[config.mk]
export PLATFORM = sky130hd
export DESIGN_NAME = iig_ctrl_flat
export DESIGN_NICKNAME = d
export VERILOG_FILES = /design/src/rtl/iig_ctrl_if.sv /design/src/rtl/iig_ctrl.sv /design/src/flat_wrapper.sv
export SDC_FILE = /design/constraint.sdc
export NUM_CORES = 1
export LEC_CHECK = 0
export CAP_MARGIN = 20
export CORE_MARGIN = 1.5
export CORE_UTILIZATION = 41
export CTS_CLUSTER_DIAMETER = 40
export DETAILED_ROUTE_END_ITERATION = 8
export PLACE_DENSITY = 0.8
export SYNTH_ARGS = -nofsm -noshare
export SYNTH_HDL_FRONTEND = slang
export SYNTH_SLANG_ARGS = --single-unit
[constraint.sdc]
create_clock -name iClk -period 2.2 [get_ports iClk]
set_input_delay 0.33 -clock iClk [delete_from_list [all_inputs] [get_ports iClk]]
set_output_delay 0.33 -clock iClk [all_outputs]
set_load 0.03 [all_outputs]
[src/rtl/iig_ctrl_if.sv]
// iig_ctrl_if: frame-buffer, iig, classifier and IIGBRAM signals around iig_ctrl (IIG_CTRL_CHECKSUM_EN adds the checksum pair)
interface iig_ctrl_if #(parameter int ADDR_W = 13);
    logic iStart, iHold, iRelease;
    logic oRdreq_to_FB;
    logic [ADDR_W-1:0] oAddr_to_FB;
    logic [7:0] iData_from_FB;
    logic oRun, oInput_ready;
    logic [7:0] oData;
    logic iWrreq_from_IIG;
    logic [ADDR_W-1:0] iAddr_from_IIG;
    logic iCls_rdreq;
    logic [ADDR_W-1:0] iCls_addr;
    logic oCls_grant, oBRAM_wren, oBRAM_rden;
    logic [ADDR_W-1:0] oBRAM_addr;
    logic oBusy, oDone;
`ifdef IIG_CTRL_CHECKSUM_EN
    logic [20:0] iData_from_IIG;
    logic oSum_err;
`endif
    modport master(
        input iStart, iHold, iRelease, iData_from_FB, iWrreq_from_IIG, iAddr_from_IIG, iCls_rdreq, iCls_addr,
        output oRdreq_to_FB, oAddr_to_FB, oRun, oInput_ready, oData, oCls_grant, oBRAM_wren, oBRAM_rden,
        output oBRAM_addr, oBusy, oDone
`ifdef IIG_CTRL_CHECKSUM_EN
        , input iData_from_IIG, output oSum_err
`endif
    );
    modport slave(
        output iStart, iHold, iRelease, iData_from_FB, iWrreq_from_IIG, iAddr_from_IIG, iCls_rdreq, iCls_addr,
        input oRdreq_to_FB, oAddr_to_FB, oRun, oInput_ready, oData, oCls_grant, oBRAM_wren, oBRAM_rden,
        input oBRAM_addr, oBusy, oDone
`ifdef IIG_CTRL_CHECKSUM_EN
        , output iData_from_IIG, input oSum_err
`endif
    );
endinterface

[src/rtl/iig_ctrl.sv]
// iig_ctrl: streams a sub-window into iig, counts its IIGBRAM writes, then lends the BRAM port to the classifier
// IIG_CTRL_CHECKSUM_EN: adds a pixel-sum check of iig's final output (iData_from_IIG / oSum_err)
module iig_ctrl #(
    parameter int IMG_W = 64,
    parameter int IMG_H = 64,
    parameter int ADDR_W = 13
) (
    input logic iClk,
    input logic iReset,
    iig_ctrl_if.master bus
);
    localparam logic [ADDR_W:0] LAST = (ADDR_W + 1)'(IMG_W * IMG_H - 1);
    typedef enum logic [1:0] {IDLE, LOAD, DRAIN, HANDOFF} stateT;
    stateT state, stateNext;
    logic [ADDR_W:0] rdCnt, wrCnt;
    logic inputReady, run, done;
    logic active, rdreq, wr, lastWr, startNow;

    always_ff @(posedge iClk) begin
        if (iReset) state <= IDLE;
        else state <= stateNext;
    end

    always_comb begin
        stateNext = state;
        case (state)
            IDLE: stateNext = bus.iStart ? LOAD : IDLE;
            LOAD: stateNext = rdreq && rdCnt == LAST ? DRAIN : LOAD;
            DRAIN: stateNext = lastWr ? HANDOFF : DRAIN;
            HANDOFF: stateNext = bus.iRelease ? IDLE : HANDOFF;
            default: stateNext = IDLE;
        endcase
    end

    always_comb begin
        active = state == LOAD || state == DRAIN;
        rdreq = state == LOAD && !bus.iHold;
        wr = active && bus.iWrreq_from_IIG;
        lastWr = state == DRAIN && wr && wrCnt == LAST;
        startNow = state == IDLE && bus.iStart;
        bus.oRdreq_to_FB = rdreq;
        bus.oAddr_to_FB = state == LOAD ? rdCnt[ADDR_W-1:0] : '0;
        bus.oInput_ready = inputReady;
        bus.oData = inputReady ? bus.iData_from_FB : '0;
        bus.oRun = run;
        bus.oDone = done;
        bus.oBusy = state != IDLE;
        bus.oCls_grant = state == HANDOFF;
        bus.oBRAM_wren = wr;
        bus.oBRAM_rden = state == HANDOFF && bus.iCls_rdreq;
        bus.oBRAM_addr = active ? bus.iAddr_from_IIG : state == HANDOFF ? bus.iCls_addr : '0;
    end

    always_ff @(posedge iClk) begin
        if (iReset || startNow) begin
            rdCnt <= '0;
            wrCnt <= '0;
        end else begin
            if (rdreq) rdCnt <= rdCnt + 1'b1;
            if (wr) wrCnt <= wrCnt + 1'b1;
        end
        if (iReset) begin
            inputReady <= 1'b0;
            run <= 1'b0;
            done <= 1'b0;
        end else begin
            inputReady <= rdreq;
            run <= active;
            done <= lastWr;
        end
    end

`ifdef IIG_CTRL_CHECKSUM_EN
    logic [20:0] sum, sumNext;
    logic sumErr;

    // the pixel arriving alongside the final write is still part of the window
    always_comb begin
        sumNext = sum + 21'(bus.oData);
        bus.oSum_err = sumErr;
    end

    always_ff @(posedge iClk) begin
        if (iReset || startNow) begin
            sum <= '0;
            sumErr <= 1'b0;
        end else begin
            sum <= sumNext;
            if (lastWr && bus.iData_from_IIG != sumNext) sumErr <= 1'b1;
        end
    end
`endif
endmodule

[src/flat_wrapper.sv]
// flat-port wrapper written by rule: the top's interface ports become plain ports
module iig_ctrl_flat 
#(
    parameter int IMG_W = 64,
    parameter int IMG_H = 64,
    parameter int ADDR_W = 13
)
  (iClk, iReset, bus_iStart, bus_iHold, bus_iRelease, bus_iData_from_FB, bus_iWrreq_from_IIG, bus_iAddr_from_IIG, bus_iCls_rdreq, bus_iCls_addr, bus_oRdreq_to_FB, bus_oAddr_to_FB, bus_oRun, bus_oInput_ready, bus_oData, bus_oCls_grant, bus_oBRAM_wren, bus_oBRAM_rden, bus_oBRAM_addr, bus_oBusy, bus_oDone);
  iig_ctrl_if #(.ADDR_W(ADDR_W)) bus_i ();
  input logic iClk;
  input logic iReset;
  input wire logic [$bits(bus_i.iStart)-1:0] bus_iStart;
  input wire logic [$bits(bus_i.iHold)-1:0] bus_iHold;
  input wire logic [$bits(bus_i.iRelease)-1:0] bus_iRelease;
  input wire logic [$bits(bus_i.iData_from_FB)-1:0] bus_iData_from_FB;
  input wire logic [$bits(bus_i.iWrreq_from_IIG)-1:0] bus_iWrreq_from_IIG;
  input wire logic [$bits(bus_i.iAddr_from_IIG)-1:0] bus_iAddr_from_IIG;
  input wire logic [$bits(bus_i.iCls_rdreq)-1:0] bus_iCls_rdreq;
  input wire logic [$bits(bus_i.iCls_addr)-1:0] bus_iCls_addr;
  output wire logic [$bits(bus_i.oRdreq_to_FB)-1:0] bus_oRdreq_to_FB;
  output wire logic [$bits(bus_i.oAddr_to_FB)-1:0] bus_oAddr_to_FB;
  output wire logic [$bits(bus_i.oRun)-1:0] bus_oRun;
  output wire logic [$bits(bus_i.oInput_ready)-1:0] bus_oInput_ready;
  output wire logic [$bits(bus_i.oData)-1:0] bus_oData;
  output wire logic [$bits(bus_i.oCls_grant)-1:0] bus_oCls_grant;
  output wire logic [$bits(bus_i.oBRAM_wren)-1:0] bus_oBRAM_wren;
  output wire logic [$bits(bus_i.oBRAM_rden)-1:0] bus_oBRAM_rden;
  output wire logic [$bits(bus_i.oBRAM_addr)-1:0] bus_oBRAM_addr;
  output wire logic [$bits(bus_i.oBusy)-1:0] bus_oBusy;
  output wire logic [$bits(bus_i.oDone)-1:0] bus_oDone;
  assign bus_i.iStart = bus_iStart;
  assign bus_i.iHold = bus_iHold;
  assign bus_i.iRelease = bus_iRelease;
  assign bus_i.iData_from_FB = bus_iData_from_FB;
  assign bus_i.iWrreq_from_IIG = bus_iWrreq_from_IIG;
  assign bus_i.iAddr_from_IIG = bus_iAddr_from_IIG;
  assign bus_i.iCls_rdreq = bus_iCls_rdreq;
  assign bus_i.iCls_addr = bus_iCls_addr;
  assign bus_oRdreq_to_FB = bus_i.oRdreq_to_FB;
  assign bus_oAddr_to_FB = bus_i.oAddr_to_FB;
  assign bus_oRun = bus_i.oRun;
  assign bus_oInput_ready = bus_i.oInput_ready;
  assign bus_oData = bus_i.oData;
  assign bus_oCls_grant = bus_i.oCls_grant;
  assign bus_oBRAM_wren = bus_i.oBRAM_wren;
  assign bus_oBRAM_rden = bus_i.oBRAM_rden;
  assign bus_oBRAM_addr = bus_i.oBRAM_addr;
  assign bus_oBusy = bus_i.oBusy;
  assign bus_oDone = bus_i.oDone;
  iig_ctrl #(.IMG_W(IMG_W), .IMG_H(IMG_H), .ADDR_W(ADDR_W)) u_core (.iClk(iClk), .iReset(iReset), .bus(bus_i));
endmodule
# Word-level counts from Yosys, hierarchy flattened
# Index checks and enable logic that the tools add are counted.
[op_classes]
n_reduce_logical = 12
eq_ne = 5
mux = 9
add_sub_neg = 2
[ops]
columns = ["operator", "n"]
rows = [
  ["13-bit two-way mux", 3],
  ["14-bit by 1-bit adder with 14-bit output (second input constant)", 2],
  ["14-bit by 12-bit equality test with 1-bit output (second input constant)", 2],
  ["8-bit two-way mux", 1],
  ["2-bit case mux with 4 select lines", 1],
  ["1-bit logical AND", 7],
  ["2-bit equality test (second input constant)", 2],
  ["2-bit two-way mux", 2],
  ["2-bit by 1-bit equality test with 1-bit output (second input constant)", 1],
  ["2-bit logical NOT", 1],
  ["1-bit logical OR", 2],
  ["1-bit two-way mux", 2],
  ["2-bit nonzero test", 1],
  ["1-bit logical NOT", 1],
]
[totals]
in_bits = 41
elab_cells = 34
output_inout_bits = 42
register_bits = 33

# Depth between registers and ports, before layout
# Gate-level depths: netlist of run 1.
[depth]
depth_word = 7
mapped_depth = 7
depth_no_buf = 6

# Least setup slack after synthesis of run 1
# Ideal clock, no wire load.
[synth_timing]
path_kind = "register -> output"
startpoint = "register u_core.state[0]"
endpoint = "output port bus_oBRAM_addr[10]"
n_path_buf = 2
path_stages_with_launch = 7
setup_slack_ns = 0.203
t_arrival_ns = 1.667
t_required_ns = 1.870
path_cell_list = "dfxtp_1 > inv_1 > ha_1 > buf_6 > nor2b_1 > clkbuf_1 > a22o_1"
[synth_via]
elab_chain_len = 3
elab_cells_between_ends = 6
cone_classes = "eq/ne (3); mux (2); reduce/logical (1)"
[synth_rtl]
columns = ["element", "line_no", "source"]
rows = [
  ["from (decl)", "iig_ctrl.sv:14", "stateT state, stateNext;"],
  ["from (signal assigned)", "iig_ctrl.sv:21", "else state <= stateNext;"],
  ["2-bit by 1-bit equality test with 1-bit output / 2-bit equality test (equally long branches)", "iig_ctrl.sv:36", "active = state == LOAD || state == DRAIN;"],
  ["1-bit logical OR (*)", "iig_ctrl.sv:36", ""],
  ["net u_core.active", "iig_ctrl.sv:17", "logic active, rdreq, wr, lastWr, startNow;"],
  ["13-bit two-way mux (*)", "iig_ctrl.sv:51", "bus.oBRAM_addr = active ? bus.iAddr_from_IIG : state == HANDOFF ? bus.iCls_addr : '0;"],
  ["to (decl)", "flat_wrapper.sv:28", "output wire logic [$bits(bus_i.oBRAM_addr)-1:0] bus_oBRAM_addr;"],
]
# Mark *: on every way through the listed nets, which the timed path passes. The rest lies on a longest branch.

# Worst setup path after layout of run 1
[layout_timing]
startpoint = "register u_core.state[1]"
endpoint = "output port bus_oBRAM_addr[10]"
# The elaborated chain is that of the path after synthesis.

==> summary.md, run 1 <==
| Metric | Value |
|---|---|
| Die H | `68.90 um` |
| Io pins | `83` |
| CP endpoint kind | `primary output` |
| Initial detailed-routing violation count | `68` |
| H-tree levels | `2` |
| Slew Viols, Final | `0` |
| Vias in the first global route | `1665` |
| Period utilization | `95.44%` |
| PwrDens | `473.1 nW/um2` |
| Vias/cell | `just over 5` |
| HPWL Detailed | `around 3.3 mm` |
| Register area share after synthesis | `37.10%` |
| Layout cells sized above 1 | `11.99%` |
| Final core utilization | `~67%` |
| Clock Path Buffers | `2` |
| Die width | `68.90 um` |
| RSZ-0062 raised after global routing | `no` |
| Critical Path Start | `u_core.state[1]` |
| WP data required | `around 1.9 ns` |
| Yosys warning count | `0` |
| Final Instance Area | `2726 um2` |
| # diodes | `0` |
| Critical Path, Cell by Cell | `inv_1 -> ha_4 -> buf_8 -> nor2b_1 -> buf_6 -> a22o_1 -> buf_4` |
| Grt ovf | `0` |
| Final setup vio count | `0` |
| Max_cap viols | `0` |
| Netlist cell types | `34` |
| Pin count of the biggest net entering global routing | `29` |
| Fillers | `359` |
| Reg clk slew, reported paths | `0.07 ns` |
| Area Growth Syn to Fin | `53.13%` |
| Cell Area, Synth | `1780 um2` |
| Hold_sp | `u_core.rdCnt[13]` |
| Core Box Area | `around 4000 um2` |
| First-pass GRT wire length | `6.920 mm` |
| Vias after detailed routing | `1772` |
| PortBufs | `82` |
| WP buf/inv | `4` |
| TritonCTS Sinks | `33` |
| Setup crit start kind | `register` |
| Gate Count Post-Synth | `206` |
| Relative slew margins | `65.54%` |
| Reg2Reg Launch Point | `u_core.state[1]` |
| Flop and latch count out of synthesis | `33` |
| Max Fclk | `476.3 MHz` |
| CP max FO | `15` |
| First-pass detailed-route iteration total | `4` |
| Wire per inst | `12.65 um` |
| NumNets Final | `339` |
| Syn Nets | `254` |
| GRT Total Usage | `about a fifth` |
| Register area | `roughly 660 um2` |
| Placer Congestion | `0.7892` |
| Tmin final | `2.100 ns` |
| Most common cell after layout, fill and taps aside | `clkdlybuf4s50_1` |
| Worst VDD drop | `315.4 uV` |
| Lkg Pwr | `1.145 nW` |
| Area leader, netlist | `dfxtp_1` |
| TritonCTS clock tree | `done` |
| Crit path kind | `register to primary output` |
| CP arrival | `roughly 1.8 ns` |
| Top-area cell type share of the netlist area | `37.10%` |
| Die area | `4747 um2` |
| Worst-margin pin slew | `0.5169 ns` |
| Hold Fails Final Rpt | `0` |
| Status | `completed` |
| Largest cells by area after synthesis | `dfxtp_1 (37%), and2_1 (8.1%), xor2_1 (7.4%)` |
| Most frequent cells in the layout | `clkdlybuf4s50_1 (54), dfxtp_1 (33), nor2_1 (26), and2_1 (23), buf_4 (19)` |
| Synthesized area per cell | `slightly below 9 um2` |
| Setup Skew | `between 0.01 and 0.015 ns` |
| Dpl cell area | `2618 um2` |
| Core Rows | `23` |
| Post-route ant nets | `0` |
| Hold Path Class | `register to register` |
| Worst-skew pair later-pin latency | `0.29 ns` |
| Post-CTS Setup Repair Bufs | `0` |
| Initial antenna violation count | `0` |
| Initial Util | `43.57%` |
| Multi-input gate area | `1060 um2` |
| Hold WS | `0.4967 ns` |
| CP peak stage delay | `0.35 ns` |
| DRC | `0` |
| TritonCTS buffer count | `5` |
| CP max-delay cell | `dfxtp_1` |
| Drt total wl | `4.326 mm` |
| Top cell family by delay on the critical path | `buffers and inverters` |
| CTS Root Cell | `clkbuf_8` |
Yosys cell counts:
| cell type | count |
|---|---|
| nand4_2 | 1 |
| inv_1 | 5 |
| nor2b_1 | 6 |
| a21o_1 | 1 |
| and2_0 | 1 |
| nor3_1 | 3 |
| xnor2_1 | 6 |
| buf_2 | 1 |
| nor3b_1 | 1 |
| or3_1 | 3 |
| clkbuf_1 | 7 |
| or4_4 | 1 |
| a311oi_1 | 1 |
| dfxtp_1 | 33 |
| and4_1 | 3 |
| buf_6 | 2 |
| or4b_1 | 1 |
| nand2_2 | 1 |
| a21oi_1 | 6 |
| a22o_1 | 13 |
| nand4_1 | 11 |
| a211oi_1 | 1 |
| nor2_1 | 26 |
| mux2i_1 | 1 |
| nand2b_1 | 1 |
| xor2_1 | 15 |
| and4b_1 | 2 |
| nor4_1 | 2 |
| and2_1 | 23 |
| a21o_2 | 1 |
| nand2_1 | 9 |
| ha_1 | 7 |
| nand3_1 | 7 |
| o21ai_0 | 4 |
worst reg2reg max path, delay by kind of cell, from the launching register on:
kind            cells  cell delay [ns]
simple gates        3             0.96
flops               1             0.35
fa+ha+maj           1             0.32
compound gates      1             0.16
buf+inv             1             0.11
cell families (layout without fill, tap and decap cells):
kind of cell / after synthesis / count (layout) / synth area share, %
buffers and inverters: 15 / 101 / 4.076
and+or+nand+nor: 102 / 102 / 31.98
muxes: 1 / 1 / 0.5622
adders and majority gates: 7 / 7 / 4.919
xor gates and xnor gates: 21 / 21 / 10.33
AOI/OAI and AO/OA: 27 / 27 / 11.03
DFF: 33 / 33 / 37.10
state kept, by name, indices dropped and copies added, names as in the netlist:
| register | cells |
|---|---|
| u_core.wrCnt | 14 |
| u_core.bus.oRun | 1 |
| u_core.bus.oDone | 1 |
| u_core.bus.oInput_ready | 1 |
| u_core.state | 2 |
| u_core.rdCnt | 14 |
worst paths after layout:
kind / endpoint / slack (ns) / cells past startpoint
max: bus_oBRAM_addr[10] / 0.10 / 7
min: u_core.rdCnt[13] / 0.50 / 2
max reg2reg: u_core.wrCnt[13] / 0.23 / 6
min reg2reg: u_core.rdCnt[13] / 0.50 / 2
final cells by class:
class                   count  share of cell area, %
multi-input cells         158                  38.87
well taps                  50                  2.295
flip-flops and latches     33                  24.23
inverters                   5                 0.6884
clock buffers               5                  2.524
clock inverters             3                 0.6425
repair buffers             88                  30.75
per-stage QoR:
step / total power [mW] / TNS [ns] / worst slack [ns] / cells
after floorplan: 0.7288 / 0 / 0.2032 / 206
after global placement: 0.8486 / 0 / 0.1961 / 334
after detailed placement: 0.8501 / 0 / 0.1249 / 334
after CTS: 1.298 / -0.08817 / -0.02711 / 342
after global routing: 1.348 / 0 / 0.01573 / 342
final: 1.290 / 0 / 0.1004 / 342
per-layer routing:
layer	vias up	track usage, %	wire length [um]	share of wire, %
li1	880	-	-	-
met1	799	21.80	1846	43
met2	84	34.98	2033	47
met3	9	6.169	362	8.4
met4	0	8.333	85	2.0
met5	-	0	0	0
power breakdown:
group          switching, mW  internal (mW)
Sequential           0.00568          0.602
Combinational          0.108          0.126
Clock                  0.230          0.218
Total                  0.344          0.946
repair_timing:
action	in CTS	in global routing
gates cloned	0	0
gates resized for setup	10	8
hold buffers	0	0
setup endpoints to repair	22	17
Power figures use the tool's default switching activity.
==> inputs of run 2 (changes only) <==
--- a/config.mk
+++ b/config.mk
@@ -11,6 +11,7 @@
 export CTS_CLUSTER_DIAMETER = 40
 export DETAILED_ROUTE_END_ITERATION = 8
 export PLACE_DENSITY = 0.8
+export SKIP_CTS_REPAIR_TIMING = 1
 export SYNTH_ARGS = -nofsm -noshare
 export SYNTH_HDL_FRONTEND = slang
 export SYNTH_SLANG_ARGS = --single-unit
==> constraint.sdc (replaced) <==
create_clock -name iClk -period 2.2 [get_ports iClk]
set_input_delay 0.22 -clock iClk [delete_from_list [all_inputs] [get_ports iClk]]
set_output_delay 0.22 -clock iClk [all_outputs]
set_load 0.03 [all_outputs]
==> run 2 against run 1 <==
  * Setup slack got worse by 0.043 ns
  * Fmax decreased by 2.0%
  * Routed wire length decreased by 1.4%
  * Via count decreased by 1.4%
  * Cell count decreased by 0.29%
  * First-iteration DRC count increased by 15%
  * Clock skew increased by 0.0011 ns
  * Critical path type unchanged
  * Largest cell class unchanged
  * Highest routed layer unchanged
==> summary.md, run 2 (same netlist as run 1, synthesis figures left out) <==
| Metric | Value |
|---|---|
| Hold WS | `0.5088 ns` |
| Period utilization | `97.37%` |
| Crit path kind | `register to primary output` |
| Wire per inst | `12.51 um` |
| Status | `completed` |
| # diodes | `0` |
| Placer Congestion | `0.8525` |
| Slew Viols, Final | `0` |
| Clock Path Buffers | `2` |
| Most common cell after layout, fill and taps aside | `clkdlybuf4s50_1` |
| Max_cap viols | `0` |
| Largest regs | `u_core.rdCnt: 14 flops, u_core.wrCnt: 14 flops, u_core.state: 2 flops` |
| Die H | `~69 um` |
| Relative slew margins | `between 60 and 70%` |
| Max Fclk | `roughly 470 MHz` |
| Pin count of the biggest net entering global routing | `29` |
| Worst-margin pin slew | `0.5076 ns` |
| Tmin final | `~2.1 ns` |
| Register area | `around 660 um2` |
| Drt total wl | `between 4 and 5 mm` |
| Dpl cell area | `between 2000 and 3000 um2` |
| Core Rows | `23` |
| DRC | `0` |
| TritonCTS Sinks | `33` |
| Fillers | `345` |
| Routed wl met3 | `369 um` |
| Die area | `4747 um2` |
| Initial antenna violation count | `0` |
| Met2 WL post-DR | `2.061 mm` |
| Layout cells sized above 1 | `10.65%` |
| CTS Root Cell | `clkbuf_8` |
| CP endpoint kind | `primary output` |
| Initial detailed-routing violation count | `78` |
| Most frequent cells in the layout | `clkdlybuf4s50_1 (67), dfxtp_1 (33), nor2_1 (26), and2_1 (23), buf_4 (18)` |
| CP max FO | `15` |
| First-pass GRT wire length | `6.851 mm` |
| HPWL Detailed | `3.290 mm` |
| Vias in the first global route | `1580` |
| Final setup vio count | `0` |
| Die width | `68.90 um` |
| PortBufs | `82` |
| Grt ovf | `0` |
| Worst VDD drop | `272.1 uV` |
| Post-route ant nets | `0` |
| NumNets Final | `338` |
| Hold Path Class | `register to register` |
| Multi-input gate area | `between 1000 and 1500 um2` |
| Lkg Pwr | `1.047 nW` |
| Reg clk slew, reported paths | `0.07 ns` |
| Setup Skew | `0.01129 ns` |
| Top layer in use | `met4` |
| Initial Util | `43.57%` |
| Worst-skew pair later-pin latency | `0.29 ns` |
| H-tree levels | `2` |
| Area Growth Syn to Fin | `53.76%` |
| TritonCTS buffer count | `5` |
| Setup_tns | `0 ns` |
| Vias after detailed routing | `1748` |
| TritonCTS clock tree | `done` |
| Hold Fails Final Rpt | `0` |
| Final Instance Area | `2738 um2` |
| Setup crit start kind | `register` |
| First-pass detailed-route iteration total | `4` |
| Met1 Routed Length | `1.793 mm` |
| GRT Total Usage | `19.67%` |
| Vias/cell | `5.126` |
| RSZ-0062 raised after global routing | `yes` |
| WP data required | `1.98 ns` |
| PwrDens | `between 500 and 600 nW/um2` |
| Io pins | `between 80 and 90` |
| Core Box Area | `4086 um2` |
| CP arrival | `1.92 ns` |
run 2: cell types whose count changed in the layout (fill, tap and decap cells not counted), sizes merged:
| cell | before | now |
|---|---|---|
| buf | 21 | 19 |
| dlymetal6s2s | 4 | 1 |
| clkdlybuf4s50 | 54 | 67 |
| dlygate4sd2 | 9 | 0 |
| clkinvlp | 1 | 0 |
| clkbuf | 5 | 7 |
| bufinv | 0 | 1 |
| clkinv | 2 | 0 |
run 2: worst max-delay path, cell delays in order, from the launching register on:
cell	delay [ns]
dfxtp_1	0.37
inv_1	0.09
ha_1	0.35
buf_4	0.21
nor2b_1	0.15
buf_6	0.17
a22o_1	0.14
buf_4	0.16
run 2: final timing paths:
kind                     from                 end  slack, ns  depth (start not counted)
max reg2reg   u_core.state[0]    u_core.wrCnt[13]       0.22                          6
min reg2reg  u_core.rdCnt[13]    u_core.rdCnt[13]       0.51                          2
min          u_core.rdCnt[13]    u_core.rdCnt[13]       0.51                          2
max           u_core.state[0]  bus_oBRAM_addr[10]       0.06                          7
run 2: final cells by class:
type                       count  area share (%)
multi-input combinational    158           38.35
timing repair buffer          87           30.30
inverter                       5          0.6856
clock buffer                   7           3.154
tap                           50           2.285
clock inverter                 1           1.097
sequential                    33           24.13
run 2: through the flow:
stage          cells  power [mW]  utilization (%)  setup WS [ns]
2_1_floorplan    206      0.7288                -         0.3132
3_3_place_gp     333      0.8473            63.93         0.2831
3_5_place_dp     333      0.8500            63.93         0.1956
4_1_cts          341       1.438            66.78       -0.07719
5_1_grt          341       1.482            66.99       -0.08993
6_report         341       1.418            66.99        0.05787
run 2: per-layer routing:
metal | track usage (%) | up-vias
li1 | - | 877
met1 | 22.85 | 790
met2 | 33.65 | 77
met3 | 6.331 | 4
met4 | 7.353 | 0
met5 | 0 | -
run 2: where the power goes:
| part | switching, mW | internal (mW) |
|---|---|---|
| logic | 0.106 | 0.121 |
| registers | 0.00573 | 0.602 |
| clock network | 0.214 | 0.369 |
==> inputs of run 3 (changes only) <==
--- a/config.mk
+++ b/config.mk
@@ -6,11 +6,13 @@
 export NUM_CORES = 1
 export LEC_CHECK = 0
 export CAP_MARGIN = 20
+export CELL_PAD_IN_SITES_DETAIL_PLACEMENT = 0
+export CELL_PAD_IN_SITES_GLOBAL_PLACEMENT = 1
 export CORE_MARGIN = 1.5
-export CORE_UTILIZATION = 41
+export CORE_UTILIZATION = 29
 export CTS_CLUSTER_DIAMETER = 40
 export DETAILED_ROUTE_END_ITERATION = 8
-export PLACE_DENSITY = 0.8
+export PLACE_DENSITY_LB_ADDON = 0.1
 export SKIP_CTS_REPAIR_TIMING = 1
 export SYNTH_ARGS = -nofsm -noshare
 export SYNTH_HDL_FRONTEND = slang
==> run 3 against run 2 <==
  * Hold slack got worse by 0.020 ns
  * Clock power decreased by 12%
  * Clock skew is 0.0073 ns lower
  * Sequential power barely moved
  * Largest power group unchanged
==> summary.md, run 3 (same netlist as run 1, synthesis figures left out) <==
| Metric | Value |
|---|---|
| Initial antenna violation count | `0` |
| Hold path depth | `2` |
| Final core utilization | `47.44%` |
| Hold Path Class | `register to register` |
| Most frequent cells in the layout | `clkdlybuf4s50_1 (56), dfxtp_1 (33), nor2_1 (26), and2_1 (23), buf_4 (20)` |
| Relative slew margins | `between 60 and 70%` |
| Initial Util | `30.07%` |
| PortBufs | `82` |
| Drt total wl | `a little under 5 mm` |
| Total power | `1.355 mW` |
| PwrDens | `482.5 nW/um2` |
| Post-route ant nets | `0` |
| Placer Congestion | `0.7568` |
| Setup_tns | `0 ns` |
| H-tree levels | `2` |
| CP endpoint kind | `primary output` |
| Wire per inst | `about 13 um` |
| Io pins | `just over 80` |
| Hold Fails Final Rpt | `0` |
| Status | `completed` |
| Core Box Area | `5921 um2` |
| Die width | `81.36 um` |
| Lkg Pwr | `between 1 and 1.5 nW` |
| Vias/cell | `4.761` |
| Fillers | `~580` |
| CTS Root Cell | `clkbuf_8` |
| Area Growth Syn to Fin | `57.77%` |
| First-pass detailed-route iteration total | `4` |
| TritonCTS Sinks | `33` |
| Worst-margin pin slew | `0.5337 ns` |
| Tmin final | `2.121 ns` |
| Largest regs | `u_core.rdCnt: 14 flops, u_core.wrCnt: 14 flops, u_core.state: 2 flops` |
| FF-to-FF End | `u_core.wrCnt[13]` |
| TritonCTS buffer count | `5` |
| Reg2Reg Launch Point | `u_core.state[0]` |
| End of the critical path | `bus_oAddr_to_FB[2]` |
| First-pass GRT wire length | `7.817 mm` |
| Max Fclk | `471.6 MHz` |
| CP max FO | `17` |
| DRC | `0` |
| Setup crit start kind | `register` |
| Vias after detailed routing | `1752` |
| Initial detailed-routing violation count | `45` |
| Period utilization | `a little over nine tenths` |
| Setup Skew | `a little under 0.004 ns` |
| CP arrival | `between 1.5 and 2 ns` |
| Reg clk slew, reported paths | `0.07 ns` |
| Critical Path Start | `u_core.state[1]` |
| Core Rows | `28` |
| Die area | `6619 um2` |
| Max_cap viols | `0` |
| Die H | `81.36 um` |
| Slew Viols, Final | `0` |
| Worst VDD drop | `239.9 uV` |
| GRT Total Usage | `15.65%` |
| Vias in the first global route | `~1700` |
| TritonCTS clock tree | `done` |
| HPWL Detailed | `between 3 and 4 mm` |
| NumNets Final | `340` |
| Pin count of the biggest net entering global routing | `29` |
| Worst-skew pair later-pin latency | `0.28 ns` |
| Layout cells sized above 1 | `roughly an eighth` |
| Clock Path Buffers | `2` |
| FF-to-FF setup slack | `~0.25 ns` |
| WP data required | `1.98 ns` |
| Crit path kind | `register to primary output` |
| Grt ovf | `0` |
| Most common cell after layout, fill and taps aside | `clkdlybuf4s50_1` |
| # diodes | `0` |
| Reg2Reg Depth | `6` |
| Final setup vio count | `0` |
==> run 3: per-layer routing <==
metal	wire [um]	part of all wire, %	track usage, %
met4	57	1.2	4.655
met5	0	0	0
met2	2237	46	26.78
met3	469	9.7	5.955
met1	2095	43	17.97
==> run 3: layout make-up <==
type / instances / area [um2] / share of cell area, %
multi-input cells: 158 / 1062 / 37.82
repair buffers: 89 / 872.1 / 31.05
flip-flops and latches: 33 / 660.6 / 23.52
clock buffers: 7 / 96.34 / 3.430
well taps: 75 / 93.84 / 3.341
inverters: 5 / 18.77 / 0.6682
clock inverters: 1 / 5.005 / 0.1782
==> run 3: metrics by stage <==
| step | instance area (um2) | cells | worst slack (ns) | hold WS [ns] |
|---|---|---|---|---|
| 5_1_grt | 2809 | 368 | -0.001446 | 0.5118 |
| 3_3_place_gp | 2659 | 360 | 0.2741 | 0.4821 |
| 3_5_place_dp | 2659 | 360 | 0.2025 | 0.4768 |
| 2_1_floorplan | 1780 | 206 | 0.3132 | 0.2916 |
| 4_1_cts | 2760 | 368 | 0.006732 | 0.4897 |
| 6_report | 2809 | 368 | 0.07948 | 0.4885 |
==> run 3: critical path: stages, from the launching register on <==
cell and delay [ns]:
dfxtp_1 0.33, inv_1 0.13, ha_1 0.17, buf_4 0.18, and2_1 0.14, clkdlybuf4s50_1 0.66
==> run 3: worst min path at each step <==
stage / startpoint / end / slack, ns
after detailed placement: u_core.wrCnt[13] / u_core.wrCnt[13] / 0.48
after floorplan: iReset / u_core.bus.oInput_ready / 0.29
after CTS: u_core.wrCnt[13] / u_core.wrCnt[13] / 0.49
final: u_core.wrCnt[13] / u_core.wrCnt[13] / 0.49
after global routing: u_core.wrCnt[13] / u_core.wrCnt[13] / 0.51
after global placement: u_core.wrCnt[13] / u_core.wrCnt[13] / 0.48
==> run 3: power by group <==
part           leakage [nW]  switching, mW  total (mW)  internal (mW)
clock                0.0542          0.228       0.511          0.283
combinational         0.941          0.113       0.238          0.125
sequential            0.266        0.00410       0.606          0.602
